**config.mk**
```make
export PLATFORM = sky130hd
export DESIGN_NAME = axis_cpu_loader_flat
export DESIGN_NICKNAME = d
export VERILOG_FILES = /design/src/rtl/axis_cpu_loader_pkg.sv /design/src/rtl/axis_cpu_loader_if.sv /design/src/rtl/axis_cpu_loader.sv /design/src/flat_wrapper.sv
export SDC_FILE = /design/constraint.sdc
export NUM_CORES = 1
export LEC_CHECK = 0
export ABC_CLOCK_PERIOD_IN_PS = 4800
export CORE_MARGIN = 4
export CORE_UTILIZATION = 42
export DETAILED_ROUTE_END_ITERATION = 7
export PLACE_DENSITY = 0.65
export SKIP_LAST_GASP = 1
export SLEW_MARGIN = 20
export SYNTH_ARGS = -nofsm -noshare
export SYNTH_HDL_FRONTEND = slang
export SYNTH_SLANG_ARGS = --single-unit
export TNS_END_PERCENT = 50
```
**constraint.sdc**
```tcl
create_clock -name clk -period 4.8 [get_ports clk]
set_input_delay 0.96 -clock clk [delete_from_list [all_inputs] [get_ports clk]]
set_output_delay 0.96 -clock clk [all_outputs]
set_load 0.1 [all_outputs]
```
**src/rtl/axis_cpu_loader_pkg.sv**
```systemverilog
// axis_cpu_loader_pkg
//   Shared definitions for the AXI-Stream CPU loader.
//   Contents: header target codes, loader FSM states, header field
//   positions and a helper that decodes the payload word count.
package axis_cpu_loader_pkg;

  // Header [31:30] target selector.
  typedef enum logic [1:0] {
    LOAD_TGT_INST   = 2'b00,
    LOAD_TGT_IMM    = 2'b01,
    LOAD_TGT_JMP    = 2'b10,
    LOAD_TGT_COMMIT = 2'b11
  } load_tgt_t;

  typedef enum logic [1:0] {
    S_HDR   = 2'd0,
    S_DATA  = 2'd1,
    S_DRAIN = 2'd2
  } load_state_t;

  // Header word layout.
  localparam int HDR_TGT_LSB = 30;
  localparam int HDR_CNT_MSB = 29;
  localparam int HDR_CNT_LSB = 16;

  // Remaining-word counter width: holds 1..16384.
  localparam int REM_WIDTH = 15;

  // Immediates and jump tables are 16 entries deep.
  localparam int TBL_ADDR_WIDTH = 4;

  // Payload word count N = (count-1 field) + 1.
  function automatic logic [REM_WIDTH-1:0] hdr_count(input logic [31:0] hdr);
    return {1'b0, hdr[HDR_CNT_MSB:HDR_CNT_LSB]} + 15'd1;
  endfunction

endpackage

```
**src/rtl/axis_cpu_loader_if.sv**
```systemverilog
// axis_cpu_loader_if
//   32-bit AXI-Stream carrying loader headers and payload words.
//   Signals: TDATA (word), TVALID, TREADY, TLAST (end of config packet).
//   Modports: master = stream source (host), slave = loader.
interface axis_cpu_loader_if;
  logic [31:0] TDATA;
  logic        TVALID;
  logic        TREADY;
  logic        TLAST;

  modport master (output TDATA, output TVALID, output TLAST, input TREADY);
  modport slave  (input TDATA, input TVALID, input TLAST, output TREADY);
endinterface

```
**src/rtl/axis_cpu_loader.sv**
```systemverilog
// axis_cpu_loader
//   Parses a stream of load segments and drives the CPU programming ports
//   (instruction memory, immediates table, jump-offset table). Holds the
//   CPU in reset from any load header until a valid commit.
// Ports:
//   clk, rst                 clock, async active-high reset
//   cfg (slave)              command/payload stream
//   inst_mem_wr_addr/data/en instruction memory write port
//   imm_wr_addr/data/en      immediates table write port
//   jmp_off_wr_addr/data/en  jump-offset table write port
//   cpu_rst                  reset to CPU controller/datapath
//   busy                     a segment (load or drain) is in progress
//   err                      sticky error, cleared by reset or commit
//
// state   | meaning
// S_HDR   | next accepted word is a header
// S_DATA  | writing payload words to the latched target
// S_DRAIN | discarding words after a malformed commit until TLAST
module axis_cpu_loader
  import axis_cpu_loader_pkg::*;
#(
  parameter int CODE_ADDR_WIDTH = 10
) (
  input  logic                       clk,
  input  logic                       rst,
  axis_cpu_loader_if.slave           cfg,
  output logic [CODE_ADDR_WIDTH-1:0] inst_mem_wr_addr,
  output logic [7:0]                 inst_mem_wr_data,
  output logic                       inst_mem_wr_en,
  output logic [TBL_ADDR_WIDTH-1:0]  imm_wr_addr,
  output logic [31:0]                imm_wr_data,
  output logic                       imm_wr_en,
  output logic [TBL_ADDR_WIDTH-1:0]  jmp_off_wr_addr,
  output logic [7:0]                 jmp_off_wr_data,
  output logic                       jmp_off_wr_en,
  output logic                       cpu_rst,
  output logic                       busy,
  output logic                       err
);

  load_state_t                state_q, state_d;
  load_tgt_t                  tgt_q, tgt_d;
  logic [CODE_ADDR_WIDTH-1:0] addr_q, addr_d;
  logic [REM_WIDTH-1:0]       rem_q, rem_d;
  logic                       cpu_rst_q, cpu_rst_d;
  logic                       err_q, err_d;
  logic                       ready_q;
  logic                       accept;
  logic                       wr_inst, wr_imm, wr_jmp;
  load_tgt_t                  hdr_tgt;

  assign accept     = cfg.TVALID & ready_q;
  assign hdr_tgt    = load_tgt_t'(cfg.TDATA[HDR_TGT_LSB +: 2]);
  assign cfg.TREADY = ready_q;
  assign cpu_rst    = cpu_rst_q;
  assign err        = err_q;
  assign busy       = (state_q != S_HDR);

  always_ff @(posedge clk or posedge rst) begin
    if (rst) begin
      state_q   <= S_HDR;
      tgt_q     <= LOAD_TGT_INST;
      addr_q    <= '0;
      rem_q     <= '0;
      cpu_rst_q <= 1'b1;
      err_q     <= 1'b0;
      ready_q   <= 1'b0;
    end else begin
      state_q   <= state_d;
      tgt_q     <= tgt_d;
      addr_q    <= addr_d;
      rem_q     <= rem_d;
      cpu_rst_q <= cpu_rst_d;
      err_q     <= err_d;
      ready_q   <= 1'b1;  // no backpressure once out of reset
    end
  end

  always_comb begin
    state_d   = state_q;
    tgt_d     = tgt_q;
    addr_d    = addr_q;
    rem_d     = rem_q;
    cpu_rst_d = cpu_rst_q;
    err_d     = err_q;
    wr_inst   = 1'b0;
    wr_imm    = 1'b0;
    wr_jmp    = 1'b0;

    case (state_q)
      S_HDR: begin
        if (accept) begin
          if (hdr_tgt == LOAD_TGT_COMMIT) begin
            // A commit must have all other header bits clear.
            if (cfg.TDATA[HDR_CNT_MSB:0] == '0) begin
              cpu_rst_d = 1'b0;
              err_d     = 1'b0;
            end else begin
              err_d   = 1'b1;
              state_d = S_DRAIN;
            end
          end else begin
            tgt_d     = hdr_tgt;
            addr_d    = cfg.TDATA[CODE_ADDR_WIDTH-1:0];
            rem_d     = hdr_count(cfg.TDATA);
            cpu_rst_d = 1'b1;
            state_d   = S_DATA;
          end
        end
      end

      S_DATA: begin
        if (accept) begin
          case (tgt_q)
            LOAD_TGT_INST: wr_inst = 1'b1;
            LOAD_TGT_IMM:  wr_imm  = 1'b1;
            LOAD_TGT_JMP:  wr_jmp  = 1'b1;
            default:       ;
          endcase
          // Small tables use only the low bits, so they wrap mod 16 for free.
          addr_d = addr_q + 1'b1;
          rem_d  = rem_q - 1'b1;
          if (rem_q == 15'd1) begin
            state_d = S_HDR;
          end else if (cfg.TLAST) begin
            err_d   = 1'b1;
            state_d = S_HDR;
          end
        end
      end

      S_DRAIN: begin
        if (accept && cfg.TLAST) begin
          state_d = S_HDR;
        end
      end

      default: state_d = S_HDR;
    endcase
  end

  // Registered write-port bank: address/data hold their last value
  // between writes, strobes are single-cycle pulses.
  always_ff @(posedge clk or posedge rst) begin
    if (rst) begin
      inst_mem_wr_addr <= '0;
      inst_mem_wr_data <= '0;
      inst_mem_wr_en   <= 1'b0;
      imm_wr_addr      <= '0;
      imm_wr_data      <= '0;
      imm_wr_en        <= 1'b0;
      jmp_off_wr_addr  <= '0;
      jmp_off_wr_data  <= '0;
      jmp_off_wr_en    <= 1'b0;
    end else begin
      inst_mem_wr_en <= wr_inst;
      imm_wr_en      <= wr_imm;
      jmp_off_wr_en  <= wr_jmp;
      if (wr_inst) begin
        inst_mem_wr_addr <= addr_q;
        inst_mem_wr_data <= cfg.TDATA[7:0];
      end
      if (wr_imm) begin
        imm_wr_addr <= addr_q[TBL_ADDR_WIDTH-1:0];
        imm_wr_data <= cfg.TDATA;
      end
      if (wr_jmp) begin
        jmp_off_wr_addr <= addr_q[TBL_ADDR_WIDTH-1:0];
        jmp_off_wr_data <= cfg.TDATA[7:0];
      end
    end
  end

endmodule

```
**src/flat_wrapper.sv**
```systemverilog
// flat-port wrapper written by rule: the top's interface ports become plain ports
module axis_cpu_loader_flat import axis_cpu_loader_pkg::*;
#(
  parameter int CODE_ADDR_WIDTH = 10
)
  (clk, rst, inst_mem_wr_addr, inst_mem_wr_data, inst_mem_wr_en, imm_wr_addr, imm_wr_data, imm_wr_en, jmp_off_wr_addr, jmp_off_wr_data, jmp_off_wr_en, cpu_rst, busy, err, cfg_TDATA, cfg_TVALID, cfg_TLAST, cfg_TREADY);
  axis_cpu_loader_if cfg_i ();
  input  logic clk;
  input  logic rst;
  output logic [CODE_ADDR_WIDTH-1:0] inst_mem_wr_addr;
  output logic [7:0] inst_mem_wr_data;
  output logic inst_mem_wr_en;
  output logic [TBL_ADDR_WIDTH-1:0] imm_wr_addr;
  output logic [31:0] imm_wr_data;
  output logic imm_wr_en;
  output logic [TBL_ADDR_WIDTH-1:0] jmp_off_wr_addr;
  output logic [7:0] jmp_off_wr_data;
  output logic jmp_off_wr_en;
  output logic cpu_rst;
  output logic busy;
  output logic err;
  input wire logic [$bits(cfg_i.TDATA)-1:0] cfg_TDATA;
  input wire logic [$bits(cfg_i.TVALID)-1:0] cfg_TVALID;
  input wire logic [$bits(cfg_i.TLAST)-1:0] cfg_TLAST;
  output wire logic [$bits(cfg_i.TREADY)-1:0] cfg_TREADY;
  assign cfg_i.TDATA = cfg_TDATA;
  assign cfg_i.TVALID = cfg_TVALID;
  assign cfg_i.TLAST = cfg_TLAST;
  assign cfg_TREADY = cfg_i.TREADY;
  axis_cpu_loader #(.CODE_ADDR_WIDTH(CODE_ADDR_WIDTH)) u_core (.clk(clk), .rst(rst), .cfg(cfg_i), .inst_mem_wr_addr(inst_mem_wr_addr), .inst_mem_wr_data(inst_mem_wr_data), .inst_mem_wr_en(inst_mem_wr_en), .imm_wr_addr(imm_wr_addr), .imm_wr_data(imm_wr_data), .imm_wr_en(imm_wr_en), .jmp_off_wr_addr(jmp_off_wr_addr), .jmp_off_wr_data(jmp_off_wr_data), .jmp_off_wr_en(jmp_off_wr_en), .cpu_rst(cpu_rst), .busy(busy), .err(err));
endmodule
```
Word-level counts from Yosys, hierarchy flattened
Index checks and enable logic that the tools add are counted.
{ "word_totals": {"register_bits": 101, "in_bits": 36, "out_inout_bits": 73, "word_cells": 82} }
{ "op_classes": {"n_addsub": 3, "n_eq_ne": 16, "mux": 34, "bitwise_logic": 2, "n_reduce_logical": 11} }
{ "ops": {"columns": ["operator", "n"], "rows": [
  ["$mux 15", 3],
  ["$logic_not 30->1", 1],
  ["$mux 10", 3],
  ["$pmux 15 s2", 1],
  ["$pmux 10 s2", 1],
  ["$mux 1", 17],
  ["$add 14x1->15 const B", 1],
  ["$eq 15x1->1 const B", 1],
  ["$sub 15x1->15 const B", 1],
  ["$mux 2", 7],
  ["$add 10x1->10 const B", 1],
  ["$ne 2x1->1 const B", 4],
  ["$ne 2x2->1 const B", 4],
  ["$eq 2x2->1 const B", 3],
  ["$pmux 2 s3", 1],
  ["$reduce_and 3->1", 2],
  ["$reduce_and 6->1", 1],
  ["$reduce_and 5->1", 1],
  ["$eq 2x1->1 const B", 2],
  ["$logic_not 2->1", 2],
  ["$reduce_and 4->1", 1],
  ["$reduce_bool 2->1", 2],
  ["$ne 3x2->1 const B", 1],
  ["$ne 3x3->1 const B", 1],
  ["other kinds (4)", 4]
]} }

Longest topological paths before layout
{ "depth": {"ltp_word": 5, "depth_mapped": 7, "ltp_nobuf": 7} }

Worst setup path after synthesis
Ideal clock, no wire load.
{ "synth_path": {"path_type": "reg2reg", "startpoint": "register u_core.ready_q, in the netlist u_core.cfg.TREADY", "endpoint": "register u_core.imm_wr_addr[3]", "setup_time_ps": 125, "t_arrival_ps": 2084, "t_required_ps": 4675, "path_slack_ps": 2590, "stages_incl_launch_ff": 6, "n_path_buf": 2, "synth_period_minus_slack_ps": 2210, "cell_sequence": "dfrtp_1 -> nand3_2 -> nor3b_1 -> buf_4 -> buf_6 -> mux2_2"} }
{ "synth_between": {"elab_chain_cells": 3} }
{ "synth_lines": {"columns": ["element", "line_no", "rtl"], "rows": [
  ["start: declaration", "axis_cpu_loader.sv:47", "logic ready_q;"],
  ["start signal: assignment", "axis_cpu_loader.sv:67", "ready_q <= 1'b0;"],
  ["start signal: assignment", "axis_cpu_loader.sv:75", "ready_q <= 1'b1;"],
  ["$and 1x1->1", "axis_cpu_loader.sv:52", "assign accept = cfg.TVALID & ready_q;"],
  ["$mux 1", "axis_cpu_loader.sv:113", "if (accept) begin"],
  ["$mux 1", "axis_cpu_loader.sv:90", "case (state_q)"],
  ["end signal: assignment", "axis_cpu_loader.sv:164", "imm_wr_addr <= addr_q[TBL_ADDR_WIDTH-1:0];"],
  ["end: declaration", "axis_cpu_loader.sv:30", "output logic [TBL_ADDR_WIDTH-1:0] imm_wr_addr,"]
]} }
No other way between the ends.
A chain may end at the register's enable or synchronous reset.

Worst setup path after layout
{ "layout_path": {"startpoint": "register u_core.state_q[0]", "endpoint": "output port busy"} }
{ "layout_between": {"elab_chain_cells": 1} }
{ "layout_lines": {"columns": ["element", "line_no", "rtl"], "rows": [
  ["start: declaration", "axis_cpu_loader.sv:41", "load_state_t state_q, state_d;"],
  ["start signal: assignment", "axis_cpu_loader.sv:69", "state_q <= state_d;"],
  ["$reduce_bool 2->1", "axis_cpu_loader.sv:57", "assign busy = (state_q != S_HDR);"],
  ["end: declaration", "flat_wrapper.sv:20", "output logic busy;"]
]} }
No other way between the ends.

==> results.md <==
* Reg2reg path depth at 5
* Worst Hold Class: reg2reg
* Syn_area_per_cell at 11.4 um2
* CTS Root Cell: clkbuf_16
* Commonest cells after routing, fill and taps aside: clkdlybuf4s50_1, dfrtp_1, mux2_2
* Top post-synthesis cells by area: dfrtp_1, mux2_2, mux2_1
* Hold-critical path depth at 1
* Yosys warning total at 0
* Least-Margin Pin Slew at 1.02 ns
* Initial antenna violation count at 0
* Fin nets at 560
* Register bit count reported by yosys at 101
* HPWL after DPL at 8.98 mm
* R2r endpoint: u_core.jmp_off_wr_data[5]
* Hold Fails Final Rpt at 0
* Fin crit share at 0.648
* Post-route cell area at 6220 um2
* Layout cells sized above 1 at 0.151
* Num CTS Buffers at 9
* HP Start: u_core.inst_mem_wr_addr[8]
* Final core occ at 0.569
* Post-place setup slack at 1.55 ns
* Register area share after synthesis at 0.534
* EDFF count, synth at 0
* WP data required at 3.84 ns
* WS Path Type: reg2out
* First-pass GRT wire length at 20.7 mm
* Synth Net Count at 455
* Postcts setup bufs at 0
* Area delta synth->final at 31.5%
* Io pins at 109
* First DRT Iteration DRCs at 195
* CP Cell Sequence: nor2_1, inv_1, clkdlybuf4s50_1
* Placed cell areas at 5920 um2
* Core Box Area at 10900 um2
* Delay-heaviest family, CP: buffers and inverters
* GRT Total Usage at 0.205
* RSZ-0062 raised after global routing: no
* Crit-path slowest cell: clkdlybuf4s50_1
* Relative slew slack at 0.317
* Asr flop ratio synth at 1.00
* Routed wire length at 12.6 mm
* Vias in the first global route at 3680
* Antenna Nets Post-Route at 0
* Setup tns final at 0 ns
* Core Rows at 38
* Pin count of the biggest net entering global routing at 45
* Synth Flop Type: dfrtp_1
* Final setup margin at 1.69 ns
* Synth Cell Area at 4730 um2
* Port bufs at 108
* Post-DR vias/cell at 5.58
* Top cell type by total area after synthesis: dfrtp_1
* Vias at 3702
* Fin Clk Skew at 0.00628 ns
* Antenna Cells at 0
* Clk buf depth at 2
* Leading cell type in the layout, fill and taps excluded: clkdlybuf4s50_1
* Achievable Freq at 0.322 GHz
* Filler cells at 913
* Critical path startpoint category: register
* Pre-antenna DRT Iters at 4
* Max-Cap Viols at 0
* Critical path arrival at 2.15 ns
* Clock sink count at 101
* Yosys cell types at 56
* Status: complete, no violations
* CTS resizes at 0
* RR Startpoint: u_core.state_q[1]
* CTS H-tree lvls at 3
* Synthesized instance count at 414
* Max-slew violation count at 0
* Final setup viols at 0
* Hold buffer count at cts at 0
* Later-pin clock latency in the skew report at 0.35 ns
* Wire per inst at 18.9 um
* Die area at 13000 um2
* Worst path bufs/invs at 2
* Hold Path Sink: u_core.inst_mem_wr_addr[8]
* Die Width at 114 um
* Min Tclk post-route at 3.11 ns
* DRC Markers at 0
* Gpl congestion at 0.839
* Clk slew on worst S/H paths at 0.07 ns
* Reg2Reg Setup Slack at 2.22 ns
* GRT overflow at 0
* Initial Utilization at 0.433
* Die height at 114 um
* Largest fanout on the critical path at 7
* CP max stage delay at 1.14 ns
* CP endpoint kind: output pin
* CTS tree: built
* Top-area cell type share of the netlist area at 0.529
==> layout make-up <==
class / count / area (um2) / area share
clock buffer: 11 / 243 / 0.0390
inverter: 7 / 28.8 / 0.00463
sequential: 101 / 2530 / 0.406
timing repair buffer: 113 / 1120 / 0.180
clock inverter: 5 / 58.8 / 0.00945
tap: 140 / 175 / 0.0282
multi-input combinational: 287 / 2070 / 0.332
==> synthesized netlist by cell type, types with 2 or more instances <==
cell type and n:
a21oi_1 26, nand3_1 16, mux2_1 18, ha_1 5, dfrtp_1 100, o221ai_1 2
nor2_1 20, o22ai_1 7, clkbuf_1 10, inv_1 7, nor4_1 8, buf_6 4
o211ai_1 4, nor4_2 2, nand4_1 7, nor4b_1 2, or4_1 2, a31oi_1 3
o41ai_1 2, nand2_1 39, xor2_1 2, nand2b_1 2, mux2_2 48, xnor2_1 9
and3_1 5, nor3_1 10, buf_4 3, or3_1 2, o21a_1 4, o21ai_0 18
o311ai_0 2
==> logic make-up after synthesis <==
kind of cell / synth area share
AND/OR/NAND/NOR: 0.144
flip-flops: 0.534
multiplexers: 0.157
buffers and inverters: 0.0296
XOR/XNOR: 0.0204
adder cells (fa/ha/maj): 0.0132
other: 0.000792
AO/OA/AOI/OAI: 0.101
==> flip-flops by register name, summed over array words and instances (netlist names) <==
name / flops
u_core.addr_q: 10
u_core.cfg.TREADY: 1
u_core.cpu_rst: 1
u_core.err: 1
u_core.imm_wr_addr: 4
u_core.imm_wr_data: 32
u_core.imm_wr_en: 1
u_core.inst_mem_wr_addr: 10
u_core.inst_mem_wr_data: 8
u_core.inst_mem_wr_en: 1
u_core.jmp_off_wr_addr: 4
u_core.jmp_off_wr_data: 8
u_core.jmp_off_wr_en: 1
u_core.rem_q: 15
u_core.state_q: 2
u_core.tgt_q: 2
==> metal layers <==
layer,global-route usage,vias to the layer above,wire length [um]
met1,0.283,1842,5560
met3,0.0724,14,909
li1,-,1726,-
met5,0,-,0
met2,0.304,120,5900
met4,0.0610,0,216
==> stage by stage <==
step | hold WS [ns] | instances
2_1_floorplan | 0.480 | 414
3_3_place_gp | 0.467 | 648
3_5_place_dp | 0.474 | 648
4_1_cts | 0.489 | 664
5_1_grt | 0.508 | 664
6_report | 0.483 | 664
==> worst max path at each step <==
stage | from | end | slack (ns) | cells past startpoint
after floorplan | rst | u_core.addr_q[0] | 1.19 | 1
after global placement | cfg_TVALID | u_core.rem_q[11] | 1.61 | 6
after detailed placement | cfg_TVALID | u_core.rem_q[11] | 1.55 | 6
after CTS | u_core.state_q[0] | busy | 1.69 | 3
after global routing | u_core.state_q[0] | busy | 1.63 | 3
final | u_core.state_q[0] | busy | 1.69 | 3
Power is not shown: default switching activity piles up to over one toggle a cycle in this logic, so the estimate is an artifact.
